## config.mk

```make
export PLATFORM = sky130hd
export DESIGN_NAME = zx_keymatrix
export DESIGN_NICKNAME = d
export VERILOG_FILES = /design/src/rtl/zx_keymatrix.sv
export SDC_FILE = /design/constraint.sdc
export NUM_CORES = 1
export LEC_CHECK = 0
export BUFFER_PORTS_ARGS = -buffer_cell sky130_fd_sc_hd__buf_4
export CORE_MARGIN = 2
export CORE_UTILIZATION = 55
export CTS_BUF_LIST = sky130_fd_sc_hd__clkbuf_8
export CTS_CLUSTER_SIZE = 20
export DETAILED_ROUTE_END_ITERATION = 16
export MAX_ROUTING_LAYER = met4
export PLACE_DENSITY = 0.79
export SKIP_LAST_GASP = 1
export SLEW_MARGIN = 0
export SYNTH_ARGS = -nofsm -noshare
export SYNTH_HDL_FRONTEND = slang
export SYNTH_SLANG_ARGS = --single-unit
```

## constraint.sdc

```tcl
create_clock -name clock -period 3.2 [get_ports clock]
set_clock_uncertainty 0.05 [all_clocks]
set_input_delay 0.32 -clock clock [delete_from_list [all_inputs] [get_ports clock]]
set_output_delay 0.32 -clock clock [all_outputs]
set_load 0.02 [all_outputs]
```

## src/rtl/zx_keymatrix.sv

```systemverilog
// PS/2 set-2 key events folded into a ZX Spectrum 8x5 keyboard matrix, with
// compound keys (cursor, BS, CapsLock) that add Caps Shift, plus NMI and LED state.
module zx_keymatrix (
    input  logic       clock,
    input  logic       reset,
    input  logic       kstrobe,
    input  logic       kpress,
    input  logic       kext,
    input  logic [7:0] kcode,
    input  logic [7:0] row,
    output logic [4:0] col,
    output logic       nmi,
    output logic       capslock
);

    localparam logic [5:0] CMP_BS    = 6'b000001;
    localparam int         CMP_CAPS  = 1;

    // {valid, bit index}; bit index = row * 5 + column
    function automatic logic [6:0] f_native(input logic ext, input logic [7:0] code);
        logic [6:0] res;
        res = 7'd0;
        case ({ext, code})
            9'h012: res = {1'b1, 6'd0};
            9'h01A: res = {1'b1, 6'd1};
            9'h022: res = {1'b1, 6'd2};
            9'h021: res = {1'b1, 6'd3};
            9'h02A: res = {1'b1, 6'd4};
            9'h01C: res = {1'b1, 6'd5};
            9'h01B: res = {1'b1, 6'd6};
            9'h023: res = {1'b1, 6'd7};
            9'h02B: res = {1'b1, 6'd8};
            9'h034: res = {1'b1, 6'd9};
            9'h015: res = {1'b1, 6'd10};
            9'h01D: res = {1'b1, 6'd11};
            9'h024: res = {1'b1, 6'd12};
            9'h02D: res = {1'b1, 6'd13};
            9'h02C: res = {1'b1, 6'd14};
            9'h016: res = {1'b1, 6'd15};
            9'h01E: res = {1'b1, 6'd16};
            9'h026: res = {1'b1, 6'd17};
            9'h025: res = {1'b1, 6'd18};
            9'h02E: res = {1'b1, 6'd19};
            9'h045: res = {1'b1, 6'd20};
            9'h046: res = {1'b1, 6'd21};
            9'h03E: res = {1'b1, 6'd22};
            9'h03D: res = {1'b1, 6'd23};
            9'h036: res = {1'b1, 6'd24};
            9'h04D: res = {1'b1, 6'd25};
            9'h044: res = {1'b1, 6'd26};
            9'h043: res = {1'b1, 6'd27};
            9'h03C: res = {1'b1, 6'd28};
            9'h035: res = {1'b1, 6'd29};
            9'h05A: res = {1'b1, 6'd30};
            9'h15A: res = {1'b1, 6'd30};
            9'h04B: res = {1'b1, 6'd31};
            9'h042: res = {1'b1, 6'd32};
            9'h03B: res = {1'b1, 6'd33};
            9'h033: res = {1'b1, 6'd34};
            9'h029: res = {1'b1, 6'd35};
            9'h059: res = {1'b1, 6'd36};
            9'h014: res = {1'b1, 6'd36};
            9'h114: res = {1'b1, 6'd36};
            9'h03A: res = {1'b1, 6'd37};
            9'h031: res = {1'b1, 6'd38};
            9'h032: res = {1'b1, 6'd39};
            default: res = 7'd0;
        endcase
        return res;
    endfunction

    // {valid, flag index}: 0 BS, 1 CapsLock, 2 Left, 3 Down, 4 Up, 5 Right
    function automatic logic [3:0] f_compound(input logic ext, input logic [7:0] code);
        logic [3:0] res;
        res = 4'd0;
        case ({ext, code})
            9'h066: res = {1'b1, 3'd0};
            9'h058: res = {1'b1, 3'd1};
            9'h16B: res = {1'b1, 3'd2};
            9'h172: res = {1'b1, 3'd3};
            9'h175: res = {1'b1, 3'd4};
            9'h174: res = {1'b1, 3'd5};
            default: res = 4'd0;
        endcase
        return res;
    endfunction

    logic [39:0] r_native;
    logic [5:0]  r_cmp;
    logic        r_f5_held;
    logic        r_capslock;
    logic        r_nmi;
    logic [4:0]  r_col;

    logic [6:0]  w_nat;
    logic [3:0]  w_cdec;
    logic        w_is_f5;
    logic [39:0] w_eff;
    logic [4:0]  w_or;

    assign w_nat   = f_native(kext, kcode);
    assign w_cdec  = f_compound(kext, kcode);
    assign w_is_f5 = !kext && (kcode == 8'h03);

    // Caps Shift stays down while native CS or any compound key is still held.
    always_comb begin
        w_eff     = r_native;
        w_eff[0]  = r_native[0] | (|r_cmp);
        w_eff[20] = r_native[20] | (r_cmp & CMP_BS) != 6'd0;
        w_eff[16] = r_native[16] | r_cmp[1];
        w_eff[19] = r_native[19] | r_cmp[2];
        w_eff[24] = r_native[24] | r_cmp[3];
        w_eff[23] = r_native[23] | r_cmp[4];
        w_eff[22] = r_native[22] | r_cmp[5];
    end

    always_comb begin
        w_or = 5'd0;
        for (int r = 0; r < 8; r++) begin
            if (!row[r]) w_or = w_or | w_eff[r*5 +: 5];
        end
    end

    always_ff @(posedge clock) begin
        if (reset) begin
            r_native   <= 40'd0;
            r_cmp      <= 6'd0;
            r_f5_held  <= 1'b0;
            r_capslock <= 1'b0;
            r_nmi      <= 1'b0;
            r_col      <= 5'h1F;
        end else begin
            r_col <= ~w_or;
            r_nmi <= 1'b0;
            if (kstrobe) begin
                if (w_nat[6]) r_native[w_nat[5:0]] <= kpress;
                if (w_cdec[3]) begin
                    r_cmp[w_cdec[2:0]] <= kpress;
                    if ((w_cdec[2:0] == 3'(CMP_CAPS)) && kpress && !r_cmp[CMP_CAPS])
                        r_capslock <= ~r_capslock;
                end
                // Typematic repeats of a held F5 must not retrigger the NMI.
                if (w_is_f5) begin
                    r_nmi     <= kpress && !r_f5_held;
                    r_f5_held <= kpress;
                end
            end
        end
    end

    assign col      = r_col;
    assign nmi      = r_nmi;
    assign capslock = r_capslock;

endmodule
```

==> impl_metrics.csv <==
group,metric,value,unit
setup_path,path_depth,8,
timing,fin_ws,0.475,ns
timing,fin_hold_ws,0.225,ns
grt,grt_pass1_wl,16200,µm
synthesis,synthCells,436,
die,die_area,7360,µm²
die,coreArea,6420,µm²
die,io_pins,28,
setup_path,r2r_slack,1.65,ns
timing,relSlewSlack,16.6,%
clocking,cts_hold_buf,0,
clocking,insertion_delay,0.31,ns
worst_hold_path,hold_path_depth,2,
setup_path,crit_family,"simple AND/OR/NAND/NOR gates",
drt,drc,4,
setup_path,r2r_start,"r_cmp[3]",
synthesis,syn_avg_cell_area,8.44,µm²
grt,grt_max_degree,45,
final_layout,syn2layout_area_growth,5.03,%
clocking,clock_tree.buffer_depth,2,
clocking,cts_sinks,54,
setup_path,critPathLaunch,"kcode[4]",
die,die_w,85.8,µm
drt,via_count,3524,
setup_path,ff2ff_path_depth,3,
final_layout,diodes,0,
setup_path,timing.rr.end,"col[0]",
setup_path,crit_chain,"buf_4 -> nand2b_1 -> o211a_1 -> a211oi_1 -> or3_1 -> nor3_2 -> nor3_1 -> mux2i_1",
worst_hold_path,hold_path.startpoint,"reset",
clocking,cts_setup_buffers,0,
setup_path,startpoint_type,"primary input",
synthesis,synthArstFlopShare,0,%
power_and_ir_drop,p_total,0.00124,W
timing,rsz0062_at_grt,"no",
synthesis,synth_fp_nets,457,
timing,setup_tns,0,ns
setup_path,path_buf_inv,1,
synthesis,synth_flop_cell,"dfxtp_1",
clocking,cts_tree,"built",
drt,first_pass_iters,11,
placement,dp_hpwl,6770,µm
power_and_ir_drop,power.leakage,1.30,nW
grt,grt_antenna_before_repair,0,
setup_path,crit_fanout,25,
timing,final.period_utilization,85.2,%
synthesis,ys_types,79,
grt,grt_usage,27.7,%
clocking,root_buffer,"clkbuf_8",
synthesis,syn_area,3680,µm²
power_and_ir_drop,powerDensity,320,nW/µm²
power_and_ir_drop,peakVddDrop,167,µV
clocking,cts_buffers,5,
timing,setup_violations,0,
synthesis,ys_seq_area_share,29.4,%
final_layout,drive_gt1_share,16.1,%
setup_path,cp-end-kind,"flop",
run,maxCapViolations,0,
synthesis,ys_seq_elements,54,
placement,pre_cts_ws,0.235,ns
final_layout,nNetsFinal,456,
setup_path,setup.worst_path.end,"r_native[39]",
outcome,status,"finished with violations",
final_layout,utilization,60.2,%
drt,routed_via_density,6.88,
timing,fmax,367,MHz
grt,grt_overflow_total,0,
clocking,path_clk_slew,0.10,ns
setup_path,path_class,"primary input to flop",
setup_path,worstPathArrival,2.86,ns
timing,slew_viol_final,0,
drt,drtAntennaViolNets,0,
synthesis,synth_edf_count,0,
placement,portBuffers,27,
clocking,cts.repair.resized,0,
placement,place_congestion,0.924,
drt,drt_iter0_markers,355,
grt,grt_pass1_vias,3221,
setup_path,critical_path_required,3.34,ns
setup_path,crit_slowest_cell,"nor3_2",
drt,drt-wirelength-per-cell,18.9,µm
timing,worst_pin_slew,1.24,ns
die,die_y,85.8,µm
die,num_rows,29,
setup_path,cpPeakStageDelay,0.99,ns
outcome,violations,"DRC",
clocking,h-tree-depth,2,
drt,finalWirelength,9650,µm
synthesis,yosys_warnings,0,
die,start_util,57.3,%
timing,min_period,2.72,ns
timing,hold_viol,0,
worst_hold_path,hp-class,"primary input to flop",
[layer usage]
layer | up-vias | share of wire, % | global-route usage (%)
met5 | - | 0 | -
met4 | 0 | 1.5 | 6.49
met3 | 17 | 6.7 | 2.89
met2 | 165 | 46 | 43.8
met1 | 1688 | 46 | 38.4
li1 | 1654 | - | -
[per-stage QoR]
step / cells / cell area, µm²
6_report: 512 / 3870
5_1_grt: 512 / 3870
4_1_cts: 512 / 3870
3_5_place_dp: 505 / 3780
3_3_place_gp: 505 / 3780
2_1_floorplan: 436 / 3680
[flip-flops by register name, indices dropped and copies added, names as in the netlist]
register   count
r_native      40
r_cmp          6
col            5
capslock       1
nmi            1
r_f5_held      1
[power by group]
| part | leakage (nW) | total, W | internal (W) | switching, W |
|---|---|---|---|---|
| clock network | 0.0444 | 0.000375 | 0.000152 | 0.000223 |
| logic | 0.822 | 0.000189 | 0.0000598 | 0.000130 |
| registers | 0.435 | 0.000672 | 0.000672 | 0.000000322 |
| total | 1.30 | 0.00124 | 0.000884 | 0.000353 |
[synthesized netlist by cell type, types with 3 or more instances]
master	n	area, µm²
nand2b_1	13	81.3
or3_1	7	43.8
a31o_2	5	43.8
o311ai_1	12	105
nor2_1	19	71.3
o31ai_1	6	45.0
or2_2	5	31.3
or4_1	3	22.5
nand3b_1	6	45.0
nand2_1	42	158
buf_4	10	75.1
clkbuf_1	13	48.8
a211oi_1	6	45.0
mux2i_1	30	300
o41ai_1	9	78.8
nor3_2	4	40.0
nor2b_1	3	18.8
dfxtp_1	54	1080
o21ai_1	3	15.0
nor4b_1	5	43.8
buf_2	13	65.1
nand3_1	13	65.1
a22oi_1	3	22.5
nor3_1	29	145
a22o_1	4	35.0
buf_6	5	56.3
and2_1	3	18.8
o21ai_0	14	70.1
a221oi_1	5	43.8
a21o_1	3	22.5
a222oi_1	3	30.0
inv_1	11	41.3
nor4_1	6	37.5
a21oi_1	4	20.0
o211ai_1	8	60.1
[cell usage in the layout (no fill, tap or decap), drive strengths merged, types with 7 or more instances in the layout]
cell	n
buf	34
mux2i	30
o311ai	14
nor2	19
nand2	42
nand3b	7
nor3	34
inv	12
nor4b	7
o41ai	10
o21ai	18
nand3	13
or3	8
o211ai	8
nand2b	13
dfxtp	54
[worst register-to-register path, delay by kind of cell (launching register included)]
family           cells  cell delay, ns
AO/OA/AOI/OAI        2            0.58
AND/OR/NAND/NOR      1            0.53
flip-flops           1            0.35
[cell type report]
type | count | area [µm²]
multi-input combinational | 328 | 2310
fill | 593 | 2560
sequential | 54 | 1080
tap | 77 | 96.3
inverter | 12 | 45.0
clock buffer | 5 | 68.8
timing repair buffer | 34 | 255
clock inverter | 2 | 13.8
[worst min-delay path by stage]
stage | endpoint | slack, ns
after floorplan | nmi | 0.35
after detailed placement | nmi | 0.36
final | r_cmp[3] | 0.22
after global routing | r_cmp[3] | 0.24
after global placement | nmi | 0.36
after CTS | r_cmp[2] | 0.22
[cells by family (layout without fill, tap and decap cells)]
logic type	Yosys count	count (layout)	share of synthesized area, %
AO/OA/AOI/OAI	110	110	24.1
buffers and inverters	54	53	8.12
XOR/XNOR	3	3	0.714
flip-flops	54	54	29.4
AND/OR/NAND/NOR	184	184	29.2
multiplexers	31	31	8.46
No activity file was read; power rests on OpenSTA's default activity.
